<file path="src/rtl/decode_pipe_stage.sv">
// Decode-to-execute pipeline register with load-use hazard stall, flush and a bubble counter.
// Defining DECODE_PIPE_SKID_EN adds a one-entry skid buffer so in_ready does not depend on out_ready.
module decode_pipe_stage #(
  parameter int XLEN      = 32,
  parameter int CTRL_W    = 13,
  parameter int NFLUSH    = 2,
  parameter int MEMRD_BIT = 1
) (
  input  logic              clk,
  input  logic              rst,
  input  logic              in_valid,
  output logic              in_ready,
  input  logic [CTRL_W-1:0] ctrl_d,
  input  logic [XLEN-1:0]   instr_d,
  input  logic [XLEN-1:0]   pc_d,
  input  logic [XLEN-1:0]   pcplus4_d,
  input  logic [XLEN-1:0]   rd1_d,
  input  logic [XLEN-1:0]   rd2_d,
  input  logic [XLEN-1:0]   imm_d,
  input  logic [NFLUSH-1:0] flush,
  output logic              out_valid,
  input  logic              out_ready,
  output logic [CTRL_W-1:0] ctrl_e,
  output logic [XLEN-1:0]   instr_e,
  output logic [XLEN-1:0]   pc_e,
  output logic [XLEN-1:0]   pcplus4_e,
  output logic [XLEN-1:0]   rd1_e,
  output logic [XLEN-1:0]   rd2_e,
  output logic [XLEN-1:0]   imm_e,
  output logic [4:0]        rs1_e,
  output logic [4:0]        rs2_e,
  output logic [4:0]        rd_e,
  output logic [2:0]        funct3_e,
  output logic              hazard_stall,
  output logic [15:0]       bubble_cnt
);

  function automatic logic [15:0] sat_inc16(input logic [15:0] v);
    return (v == 16'hFFFF) ? v : v + 16'd1;
  endfunction

  logic              flush_any, accept, handshake;
  logic              nxt_valid;
  logic [CTRL_W-1:0] nxt_ctrl;
  logic [XLEN-1:0]   nxt_instr, nxt_pc, nxt_pcplus4, nxt_rd1, nxt_rd2, nxt_imm;

  // Register-index fields come from the held instruction, so clearing instr_e clears them too.
  assign rs1_e    = instr_e[19:15];
  assign rs2_e    = instr_e[24:20];
  assign rd_e     = instr_e[11:7];
  assign funct3_e = instr_e[14:12];

  assign flush_any    = |flush;
  assign handshake    = out_valid & out_ready;
  assign hazard_stall = out_valid & ctrl_e[MEMRD_BIT] & (rd_e != 5'd0) &
                        ((rd_e == instr_d[19:15]) | (rd_e == instr_d[24:20]));
  assign accept       = in_valid & in_ready;

`ifdef DECODE_PIPE_SKID_EN
  logic              main_take;
  logic              skid_valid;
  logic [CTRL_W-1:0] skid_ctrl;
  logic [XLEN-1:0]   skid_instr, skid_pc, skid_pcplus4, skid_rd1, skid_rd2, skid_imm;

  assign main_take = ~out_valid | out_ready;
  assign in_ready  = ~skid_valid & ~hazard_stall;

  // Skid stage: catches an entry accepted while main is held, drains on the next handshake.
  always_ff @(posedge clk or negedge rst) begin
    if (!rst) begin
      skid_valid   <= 1'b0;
      skid_ctrl    <= '0;
      skid_instr   <= '0;
      skid_pc      <= '0;
      skid_pcplus4 <= '0;
      skid_rd1     <= '0;
      skid_rd2     <= '0;
      skid_imm     <= '0;
    end else if (flush_any) begin
      skid_valid <= 1'b0;
    end else if (main_take && skid_valid) begin
      skid_valid <= 1'b0;
    end else if (accept && !main_take) begin
      skid_valid   <= 1'b1;
      skid_ctrl    <= ctrl_d;
      skid_instr   <= instr_d;
      skid_pc      <= pc_d;
      skid_pcplus4 <= pcplus4_d;
      skid_rd1     <= rd1_d;
      skid_rd2     <= rd2_d;
      skid_imm     <= imm_d;
    end
  end
`else
  assign in_ready = (~out_valid | out_ready) & ~hazard_stall;
`endif

  always_comb begin
    nxt_valid   = out_valid;
    nxt_ctrl    = ctrl_e;
    nxt_instr   = instr_e;
    nxt_pc      = pc_e;
    nxt_pcplus4 = pcplus4_e;
    nxt_rd1     = rd1_e;
    nxt_rd2     = rd2_e;
    nxt_imm     = imm_e;
    if (flush_any) begin
      // pc/pcplus4 survive a flush; everything else is zeroed
      nxt_valid = 1'b0;
      nxt_ctrl  = '0;
      nxt_instr = '0;
      nxt_rd1   = '0;
      nxt_rd2   = '0;
      nxt_imm   = '0;
`ifdef DECODE_PIPE_SKID_EN
    end else if (main_take && skid_valid) begin
      nxt_valid   = 1'b1;
      nxt_ctrl    = skid_ctrl;
      nxt_instr   = skid_instr;
      nxt_pc      = skid_pc;
      nxt_pcplus4 = skid_pcplus4;
      nxt_rd1     = skid_rd1;
      nxt_rd2     = skid_rd2;
      nxt_imm     = skid_imm;
    end else if (main_take && accept) begin
`else
    end else if (accept) begin
`endif
      nxt_valid   = 1'b1;
      nxt_ctrl    = ctrl_d;
      nxt_instr   = instr_d;
      nxt_pc      = pc_d;
      nxt_pcplus4 = pcplus4_d;
      nxt_rd1     = rd1_d;
      nxt_rd2     = rd2_d;
      nxt_imm     = imm_d;
    end else if (handshake) begin
      // Consumed with nothing behind it (including a load-use stall): emit a bubble.
      nxt_valid = 1'b0;
      nxt_ctrl  = '0;
      nxt_instr = '0;
    end
  end

  // Main stage register feeding execute
  always_ff @(posedge clk or negedge rst) begin
    if (!rst) begin
      out_valid <= 1'b0;
      ctrl_e    <= '0;
      instr_e   <= '0;
      pc_e      <= '0;
      pcplus4_e <= '0;
      rd1_e     <= '0;
      rd2_e     <= '0;
      imm_e     <= '0;
    end else begin
      out_valid <= nxt_valid;
      ctrl_e    <= nxt_ctrl;
      instr_e   <= nxt_instr;
      pc_e      <= nxt_pc;
      pcplus4_e <= nxt_pcplus4;
      rd1_e     <= nxt_rd1;
      rd2_e     <= nxt_rd2;
      imm_e     <= nxt_imm;
    end
  end

  always_ff @(posedge clk or negedge rst) begin
    if (!rst) begin
      bubble_cnt <= 16'd0;
    end else if (hazard_stall && in_valid) begin
      bubble_cnt <= sat_inc16(bubble_cnt);
    end
  end

endmodule

</file>
<file path="config.mk">
export PLATFORM = sky130hd
export DESIGN_NAME = decode_pipe_stage
export DESIGN_NICKNAME = d
export VERILOG_FILES = /design/src/rtl/decode_pipe_stage.sv
export SDC_FILE = /design/constraint.sdc
export NUM_CORES = 1
export LEC_CHECK = 0
export ABC_AREA = 1
export BUFFER_PORTS_ARGS = -buffer_cell sky130_fd_sc_hd__buf_2
export CAP_MARGIN = 15
export CORE_AREA = 2 2 179 181
export CTS_BUF_LIST = sky130_fd_sc_hd__clkbuf_4
export DETAILED_ROUTE_END_ITERATION = 6
export DIE_AREA = 0 0 181 183
export SKIP_CTS_REPAIR_TIMING = 1
export SYNTH_ARGS = -nofsm -noshare
export SYNTH_HDL_FRONTEND = slang
export SYNTH_SLANG_ARGS = --single-unit
</file>
<file path="constraint.sdc">
create_clock -name clk -period 4.6 [get_ports clk]
set_input_delay 1.38 -clock clk [delete_from_list [all_inputs] [get_ports clk]]
set_output_delay 1.38 -clock clk [all_outputs]
set_load 0.005 [all_outputs]
</file>
==> run_results.csv <==
group,metric,value,unit
cts,cts_inserted_buffers,61,
cts,ctsHtreeMaxLevel,2,
setup_path,r2r_setup_slack,2.27,ns
route,drt_iter0_drc,449,
logic_synthesis,postSynthCellCount,1094,
finish,fill_cells,3278,
timing,fin_hold_ws,0.4755,ns
setup_path,worst_r2r_endpoint,"rd2_e[4]",
setup_path,required,3.22,ns
setup_path,cp_data_arrival_time,2.41,ns
timing,tightest_slew,0.8909,ns
cts,clk_latency,0.69,ns
timing,drv_slew,0,
global_routing,gr-total-overflow,0,
logic_synthesis,synth_seq_cells,222,
route,drtPass1Iterations,5,
floorplanning,rows,65,
route,postRouteAntennaNets,0,
floorplanning,die_h,183,um
worst_hold_path,hold_depth,2,
floorplanning,coreArea,0.03123,mm2
worst_hold_path,min_path_type,"reg -> reg",
floorplanning,die_area,0.03312,mm2
place,dpl.hpwl,21010,um
route,drt-vias-per-instance,4.544,
worst_hold_path,holdCritStartpoint,"pc_e[17]",
global_routing,grt_pass1_wl,47470,um
setup_path,worst_setup_path_start_kind,"input pin",
timing,period_share,0.8245,
finish,instances_no_fill,1996,
timing,relSlewSlack,0.4061,
route,wirelength,29980,um
finish,drive_gt1_frac,0.3599,
timing,fmaxAchievable,263.7,MHz
cts,cts_tree,"built",
finish,regArea,0.005555,mm2
global_routing,first_global_vias,8911,
finish,finish.utilization,0.4058,
pwr,p_leak,0.007765,uW
setup_path,cp-end-kind,"output port",
finish,nNetsFinal,1754,
logic_synthesis,yosysSeqAreaShare,0.5935,
finish,syn_to_final_growth,35.41,%
timing,skew,0.05983,ns
global_routing,antenna_found_initial,3,
pwr,vdd_drop_max,0.1941,mV
setup_path,reg2regPathDepth,11,
route,num_vias,9069,
logic_synthesis,synth_cell_types,22,
place,gp_congestion,0.8468,
cts,clkTransAtPathRegs,0.06,ns
pwr,power.density,356.7,mW/mm2
place,placed_cells,1881,
timing,hold_viol,0,
global_routing,grt_max_degree,142,
setup_path,crit_path_max_fanout,4,
logic_synthesis,syn-mean-instance-area,8.556,um2
setup_path,worstSetupPathType,"in -> out",
outcome,status,"complete, no violations",
route,wire_per_inst,15.02,um
timing,rsz0062_at_grt,"false",
cts,root_buffer,"clkbuf_4",
logic_synthesis,syn-num-nets,1306,
global_routing,grt_usage,0.1760,
floorplanning,start_util,0.2997,
cts,clockBufferDepth,3,
floorplanning,die_x,181,um
worst_hold_path,min_to,"pc_e[17]",
place,port_buffers,452,
logic_synthesis,syn_area,0.009360,mm2
floorplanning,io_pins,453,
logic_synthesis,yosysWarnings,0,
route,remaining_drc_errors,0,
finish,multi_input_area,0.003247,mm2
timing,layout_min_cycle_time,3.793,ns
timing,setup_violations,0,
setup_path,r2r_start,"instr_e[7]",
cts,cts.sinks,222,
run,cap_violations,0,
timing,fin_setup_tns,0,ns
[cell usage in the layout (no fill, tap or decap), drive strengths merged]
master / instances
nand2: 558
xnor2: 7
dfrtp: 222
nor3: 3
nand3: 108
bufinv: 1
xor2: 9
nor4: 1
clkinv: 21
inv: 29
nor2: 21
nand3b: 1
ha: 1
buf: 468
diode: 2
o21ai: 1
clkbuf: 91
nand4: 50
[through the flow]
step                      area, um2  setup WS, ns  total power [uW]
after floorplan                9360         1.191              2415
after global placement        11870        0.8258              2757
after detailed placement      11870        0.7801              2764
after CTS                     12670        0.7793              4604
after global routing          12670        0.5997              4793
final                         12670        0.8072              4521
[power breakdown]
part	total [uW]	switching, uW	internal, uW
Clock	1800	837	962
Sequential	2170	78.2	2090
Combinational	552	314	238
Total	4520	1230	3290
[cells by family after synthesis]
kind of cell	after synthesis	synth area share
xor gates and xnor gates	16	0.01497
DFF	222	0.5935
AOI/OAI and AO/OA	1	0.0005342
buffers and inverters	112	0.06122
adders and majority gates	1	0.001337
and+or+nand+nor	742	0.3284
[cells in the mapped netlist (all sizes together)]
cell type | n | area share
buf | 55 | 0.038
clkbuf | 28 | 0.011
clkinv | 1 | 0.00040
dfrtp | 222 | 0.59
ha | 1 | 0.0013
inv | 28 | 0.011
nand2 | 558 | 0.22
nand3 | 108 | 0.058
nand3b | 1 | 0.0012
nand4 | 50 | 0.033
nor2 | 21 | 0.0095
nor3 | 3 | 0.0016
nor4 | 1 | 0.00067
o21ai | 1 | 0.00053
xnor2 | 7 | 0.0066
xor2 | 9 | 0.0084
[final cells by class]
type,instances,share of cell area
diodes,2,0.0003949
clock buffers,91,0.05390
clock inverters,22,0.009279
inverters,29,0.008588
multi-input cells,760,0.2562
flip-flops and latches,222,0.4383
well taps,402,0.03968
repair buffers,468,0.1937
[worst max-delay path, stage by stage]
cell	delay, ns
buf_2	0.12
nand2_1	0.06
inv_1	0.04
nor2_1	0.09
nor2_1	0.07
nand3_1	0.06
nand2_1	0.05
nand2_1	0.16
clkinv_1	0.16
nor2_1	0.12
buf_2	0.12
[worst max-delay path by stage]
stage                     slack [ns]        start        to
after detailed placement        0.78  instr_d[20]  in_ready
final                           0.81  instr_d[20]  in_ready
after global routing            0.60  instr_d[20]  in_ready
after floorplan                 1.19  instr_d[20]  in_ready
after CTS                       0.78  instr_d[20]  in_ready
after global placement          0.83  instr_d[20]  in_ready
[layer usage]
layer	track usage	routed length [um]	up-vias
met5	0	13	-
met4	0.06927	915	2
met2	0.2946	14820	329
met1	0.2174	12230	4288
met3	0.04726	2005	75
li1	-	-	4375
[sequential cells by signal (all words and copies together), names as in the netlist]
register and count:
rd1_e 32, imm_e 32, pc_e 32, instr_e 32, rd2_e 32, out_valid 1, pcplus4_e 32, ctrl_e 13
bubble_cnt 16
No activity file was read; power rests on OpenSTA's default activity.
